--- src/rtl/joy_dir_filter.sv ---
// joy_dir_filter: multi-channel joystick direction conditioner.
// Each channel debounces its four direction bits {up,down,left,right},
// neutralises opposing pairs (SOCD), then applies a shared restriction
// mode: 8-way pass-through, 4-way last-pressed, 4-way first-pressed or
// 2-way horizontal. A one-clock `changed` strobe follows every update
// of a channel's output register.
module joy_dir_filter #(
  parameter int CHANNELS = 2,
  parameter int DB_W     = 2
) (
  input  logic                  clk,
  input  logic                  reset_n,
  input  logic                  ce,
  input  logic [1:0]            mode,
  input  logic [4*CHANNELS-1:0] indir,
  output logic [4*CHANNELS-1:0] outdir,
  output logic [CHANNELS-1:0]   changed
);

  typedef enum logic [1:0] {
    MODE_PASS  = 2'b00,
    MODE_LAST  = 2'b01,
    MODE_FIRST = 2'b10,
    MODE_HORIZ = 2'b11
  } mode_e;

  localparam logic [DB_W-1:0] DB_MAX   = {DB_W{1'b1}};
  localparam logic [DB_W-1:0] CNT_ZERO = {DB_W{1'b0}};
  localparam logic [DB_W-1:0] CNT_ONE  = DB_W'(1'b1);
  localparam logic [3:0]      MASK_ALL = 4'b1111;
  localparam logic [3:0]      DIR_NONE = 4'b0000;

  // One-hot of the highest-priority set direction (up > down > left > right).
  function automatic logic [3:0] prio_onehot(input logic [3:0] x);
    logic [3:0] r;
    if (x[3]) begin
      r = 4'b1000;
    end else if (x[2]) begin
      r = 4'b0100;
    end else if (x[1]) begin
      r = 4'b0010;
    end else if (x[0]) begin
      r = 4'b0001;
    end else begin
      r = 4'b0000;
    end
    return r;
  endfunction

  // SOCD neutral: an opposing pair pressed together reads as neither.
  function automatic logic [3:0] socd_clean(input logic [3:0] d);
    logic [3:0] r;
    r = d;
    if (d[3] && d[2]) begin
      r[3:2] = 2'b00;
    end else begin
      r[3:2] = d[3:2];
    end
    if (d[1] && d[0]) begin
      r[1:0] = 2'b00;
    end else begin
      r[1:0] = d[1:0];
    end
    return r;
  endfunction

  logic [1:0] mode_q_r;
  logic       mode_chg_s;

  assign mode_chg_s = (mode != mode_q_r);

  // Registered copy of the mode, used to detect a mode switch on a ce tick.
  always_ff @(posedge clk or negedge reset_n) begin
    if (!reset_n) begin
      mode_q_r <= MODE_PASS;
    end else if (ce) begin
      mode_q_r <= mode;
    end else begin
      mode_q_r <= mode_q_r;
    end
  end

  for (genvar ch = 0; ch < CHANNELS; ch++) begin : g_ch
    logic [3:0]            raw_s;
    logic [3:0]            db_r;
    logic [3:0]            db_next_s;
    logic [3:0][DB_W-1:0]  cnt_r;
    logic [3:0][DB_W-1:0]  cnt_next_s;
    logic [3:0]            c_s;
    logic [3:0]            new_s;
    logic [3:0]            fb_s;
    logic [3:0]            mask_r;
    logic [3:0]            mask_next_s;
    logic [3:0]            sel_mask_s;
    logic [3:0]            prev_r;
    logic [3:0]            prev_next_s;
    logic [3:0]            out_r;
    logic [3:0]            out_next_s;
    logic                  chg_r;

    assign raw_s = indir[4*ch +: 4];

    // Per-bit debounce: accept a new level only after DB_MAX+1 differing ticks.
    always_comb begin
      db_next_s  = db_r;
      cnt_next_s = cnt_r;
      for (int b = 0; b < 4; b++) begin
        if (raw_s[b] == db_r[b]) begin
          cnt_next_s[b] = CNT_ZERO;
        end else if (cnt_r[b] == DB_MAX) begin
          db_next_s[b]  = raw_s[b];
          cnt_next_s[b] = CNT_ZERO;
        end else begin
          cnt_next_s[b] = cnt_r[b] + CNT_ONE;
        end
      end
    end

    // Debounce state registers, advanced only on ce.
    always_ff @(posedge clk or negedge reset_n) begin
      if (!reset_n) begin
        db_r  <= DIR_NONE;
        cnt_r <= '{default: CNT_ZERO};
      end else if (ce) begin
        db_r  <= db_next_s;
        cnt_r <= cnt_next_s;
      end else begin
        db_r  <= db_r;
        cnt_r <= cnt_r;
      end
    end

    // Restriction logic: SOCD clean, press edges, mask update and output select.
    always_comb begin
      c_s         = socd_clean(db_r);
      new_s       = c_s & ~prev_r;
      fb_s        = (c_s != DIR_NONE) ? prio_onehot(c_s) : MASK_ALL;
      mask_next_s = MASK_ALL;
      prev_next_s = mode_chg_s ? DIR_NONE : c_s;
      if (mode_chg_s) begin
        mask_next_s = MASK_ALL;
      end else begin
        case (mode)
          MODE_LAST: begin
            if (new_s != DIR_NONE) begin
              mask_next_s = prio_onehot(new_s);
            end else if ((mask_r == MASK_ALL) || ((c_s & mask_r) == DIR_NONE)) begin
              mask_next_s = fb_s;
            end else begin
              mask_next_s = mask_r;
            end
          end
          MODE_FIRST: begin
            if ((mask_r == MASK_ALL) || ((c_s & mask_r) == DIR_NONE)) begin
              mask_next_s = fb_s;
            end else begin
              mask_next_s = mask_r;
            end
          end
          default: begin
            mask_next_s = MASK_ALL;
          end
        endcase
      end
      // An open mask with directions held only occurs on a mode-switch tick;
      // the fallback keeps 4-way modes at a single direction on that tick.
      if (mask_next_s == MASK_ALL) begin
        sel_mask_s = fb_s;
      end else begin
        sel_mask_s = mask_next_s;
      end
      case (mode)
        MODE_PASS:  out_next_s = c_s;
        MODE_LAST:  out_next_s = c_s & sel_mask_s;
        MODE_FIRST: out_next_s = c_s & sel_mask_s;
        MODE_HORIZ: out_next_s = {2'b00, c_s[1:0]};
        default:    out_next_s = c_s;
      endcase
    end

    // Edge history, mask, output register and change strobe.
    always_ff @(posedge clk or negedge reset_n) begin
      if (!reset_n) begin
        prev_r <= DIR_NONE;
        mask_r <= MASK_ALL;
        out_r  <= DIR_NONE;
        chg_r  <= 1'b0;
      end else if (ce) begin
        prev_r <= prev_next_s;
        mask_r <= mask_next_s;
        out_r  <= out_next_s;
        chg_r  <= (out_next_s != out_r);
      end else begin
        prev_r <= prev_r;
        mask_r <= mask_r;
        out_r  <= out_r;
        chg_r  <= 1'b0;
      end
    end

    assign outdir[4*ch +: 4] = out_r;
    assign changed[ch]       = chg_r;
  end

endmodule

--- config.mk ---
export PLATFORM = sky130hd
export DESIGN_NAME = joy_dir_filter
export DESIGN_NICKNAME = d
export VERILOG_FILES = /design/src/rtl/joy_dir_filter.sv
export SDC_FILE = /design/constraint.sdc
export NUM_CORES = 1
export LEC_CHECK = 0
export ABC_AREA = 0
export CAP_MARGIN = 10
export CORE_UTILIZATION = 45
export DETAILED_ROUTE_END_ITERATION = 8
export PLACE_DENSITY_LB_ADDON = 0.05
export SETUP_SLACK_MARGIN = 0.15
export SLEW_MARGIN = 15
export SYNTH_ARGS = -nofsm -noshare
export SYNTH_HDL_FRONTEND = slang
export SYNTH_SLANG_ARGS = --single-unit
--- constraint.sdc ---
create_clock -name clk -period 3.6 [get_ports clk]
set_input_delay 0.54 -clock clk [delete_from_list [all_inputs] [get_ports clk]]
set_output_delay 0.54 -clock clk [all_outputs]
set_load 0.02 [all_outputs]
==> flow_summary.json <==
{
  "status": "finished clean",
  "max_slew.worst_pin.slew_ns": 1.006,
  "nets": 408,
  "io_pins": 23,
  "critical_path_required_ns": 3.77,
  "cts_htree_levels": 2,
  "fillCellCount": 687,
  "stdcell_area_um2": 3752,
  "netlist_area_um2": 3341,
  "min_path_type": "primary input to asynchronous set/reset pin",
  "cp_num_cells": 11,
  "critPathLaunchType": "primary input",
  "slew_violations": 0,
  "yosysMostFrequentCell": "dfrtp_1",
  "postRouteAntennaNets": 0,
  "tns_ns": 0,
  "synth_warnings": 0,
  "crit_fanout": 8,
  "arrival_ns": 3.39,
  "cp-startpoint": "mode[1]",
  "fin_crit_ns": 3.213,
  "die_x_um": 88.16,
  "hold_viol_final": 0,
  "numCtsBuffers": 5,
  "setup_viol": 0,
  "yosysUniqueCellTypes": 56,
  "clock_latency_ns": 0.31,
  "synth_top_cell_by_area": "dfrtp_1",
  "die_area_um2": 7772,
  "holdBufCountCts": 0,
  "setup.worst_path.end_class": "register",
  "max_slew_margin_pct": 32.40,
  "grt_pass1_vias": 2618,
  "portBuffers": 22,
  "start_util_pct": 46.31,
  "ir_worst_vdd_mv": 0.3760,
  "clkSinkCount": 52,
  "dp_hpwl_mm": 5.613,
  "core_area_um2": 7214,
  "cts_buffer_depth": 2,
  "drc": 0,
  "worstSetupPathType": "primary input to register",
  "cts.clk_slew.worst_paths_ns": 0.09,
  "postCtsSetupBuffers": 0,
  "ctsResizeCount": 0,
  "yosys_most_used_dff": "dfrtp_1",
  "crit_slowest_cell": "clkdlybuf4s50_1",
  "grt_max_degree": 49,
  "skew_ns": 0.01358,
  "drive_above_1_share_pct": 13.64,
  "clkPwrFrac_pct": 12.1,
  "netSwitchingPower_w": 0.001213,
  "yosys-top-cells-area": "dfrtp_1 (33%), ha_1 (8.2%), dfstp_2 (6.3%), o2bb2ai_1 (4.5%), mux2_2 (3.7%)",
  "cpMostUsedCell": "inv_1",
  "gp_congestion": 0.8967,
  "grt_use_total_pct": 21.45,
  "leakage_nw": 1.612,
  "crit_family": "compound AO/OA/AOI/OAI gates",
  "powerDensity_nw_per_um2": 750.4,
  "cts-root-buf": "clkbuf_8",
  "yosys_register_bits": 52,
  "num_vias": 2849,
  "cp_cell_sequence": "clkdlybuf4s50_1 -> inv_1 -> ha_1 -> inv_1 -> a2111oi_1 -> o22ai_1 -> o221a_2 -> or3_1 -> o211ai_1 -> xor2_1 -> a31oi_1",
  "n_antenna_cell": 0,
  "max_stage_delay_ns": 0.50,
  "synth_cells": 349,
  "grt_pass1_wl_mm": 12.89,
  "drt-total-wl_mm": 7.802,
  "seqPwrFrac_pct": 33.9,
  "max_freq_ghz": 0.3113,
  "ys_seq_area_share_pct": 39.25,
  "cts_tree": "done",
  "finalCritPeriodShare_pct": 89.25,
  "comb_power_share_pct": 54.0,
  "max_cap_viol_count": 0,
  "routed_via_density": 6.023,
  "num_rows": 31,
  "routedWlPerCell_um": 16.49,
  "ys_top_cells_by_count": "dfrtp_1 (44), nand2_1 (28), a21oi_1 (23), inv_1 (23), ha_1 (22)",
  "swShare_pct": 43.08,
  "synthesis.nets": 384,
  "p_int_w": 0.001603,
  "area_growth_pct": 12.32,
  "synth_top_area_share_pct": 32.96,
  "dr.pass1.iters": 5,
  "dr.first_iter.drc_count": 214,
  "antenna_found_initial": 0,
  "cp.buffers_inverters": 3,
  "synth-edff-count": 0,
  "placed_area_um2": 3666,
  "syn_avg_cell_area_um2": 9.572,
  "gr-total-overflow": 0,
  "rsz0062_at_grt": "no",
  "die_h_um": 88.16,
  "async_reset_ff_share_pct": 100.0,
  "rr_startpoint": "g_ch[0].db_r[0]",
  "reg2reg_depth": 10
}
-- layout by cell type (no fill, tap or decap), drive strengths merged, types with 4 or more instances in the layout --
cell / netlist / layout
nand3: 5 / 5
o21ai: 20 / 20
dfstp: 8 / 8
mux2: 11 / 11
nand2: 28 / 28
dfrtp: 44 / 44
clkdlybuf4s50: 0 / 21
xor2: 4 / 4
o211ai: 7 / 7
o2bb2ai: 17 / 17
buf: 2 / 10
a22o: 12 / 12
a21oi: 23 / 23
nand2b: 6 / 6
o22ai: 7 / 7
inv: 23 / 23
ha: 22 / 22
or3: 12 / 12
nor2b: 4 / 4
clkbuf: 12 / 7
nor3: 9 / 9
nor2: 17 / 17
a22oi: 4 / 4
xnor2: 8 / 8
-- cell families (layout without fill, tap and decap cells) --
group	count (synthesis)	count (layout)	share of synthesized area, %
AOI/OAI and AO/OA	114	114	24.31
and+or+nand+nor	99	99	15.73
DFF	52	52	39.25
buffers and inverters	37	62	5.018
adders and majority gates	22	22	8.240
muxes	13	13	4.307
xor gates and xnor gates	12	12	3.146
-- sequential cells by signal (all words and copies together) (netlist names) --
register / cells
g_ch.mask_r: 8
g_ch.prev_r: 8
g_ch.out_r: 8
g_ch.cnt_r: 16
mode_q_r: 2
g_ch.chg_r: 2
g_ch.db_r: 8
-- power by group through the flow --
stage	registers, W	clock network, W	logic (W)
finish	0.000955	0.000339	0.00152
global route	0.000986	0.000366	0.00170
CTS	0.000955	0.000357	0.00150
detailed placement	0.000966	0	0.00149
global placement	0.000963	0	0.00149
floorplan	0.000957	0	0.00109
-- per-layer routing --
| metal | wire length (µm) | up-vias | global-route usage [%] |
|---|---|---|---|
| met2 | 3474 | 105 | 31.75 |
| li1 | - | 1341 | - |
| met3 | 386 | 16 | 4.147 |
| met1 | 3795 | 1387 | 31.25 |
| met4 | 146 | 0 | 7.331 |
| met5 | 0 | - | 0 |
-- through the flow --
stage	std cells	total power, W	worst slack, ns	util (%)	hold slack, ns
3_5_place_dp	465	0.002456	0.07519	50.82	0.4808
6_report	473	0.002816	0.3872	52.01	0.2426
5_1_grt	473	0.003049	0.1666	52.01	0.2827
2_1_floorplan	349	0.002050	0.7704	-	0.2444
3_3_place_gp	465	0.002448	0.2148	50.82	0.4759
4_1_cts	473	0.002811	0.3913	51.99	0.2497
-- final timing paths --
path                                      to  slack, ns
setup / recovery               g_ch[1].chg_r       0.39
hold / removal              g_ch[1].out_r[3]       0.24
setup reg to reg               g_ch[0].chg_r       0.47
hold reg to reg             g_ch[1].cnt_r[7]       0.50
max in group asynchronous  g_ch[1].prev_r[2]       2.67
min in group clk            g_ch[1].cnt_r[7]       0.50
-- cell type report --
type	instances	area (µm²)	area share [%]
Inverter	23	86.33	2.301
Clock buffer	7	76.32	2.034
Multi-Input combinational cell	260	1863	49.65
Clock inverter	1	8.758	0.2334
Sequential cell	52	1311	34.95
Timing Repair Buffer	31	282.8	7.536
Tap cell	99	123.9	3.301
-- worst reg2reg max path, delay by kind of cell (launching register included) --
kind,cells,cell delay (ns)
AOI/OAI and AO/OA,4,1.33
adders and majority gates,1,0.31
buffers and inverters,1,0.06
DFF,1,0.42
muxes,1,0.12
and+or+nand+nor,3,0.80
No activity file was read; power rests on OpenSTA's default activity.
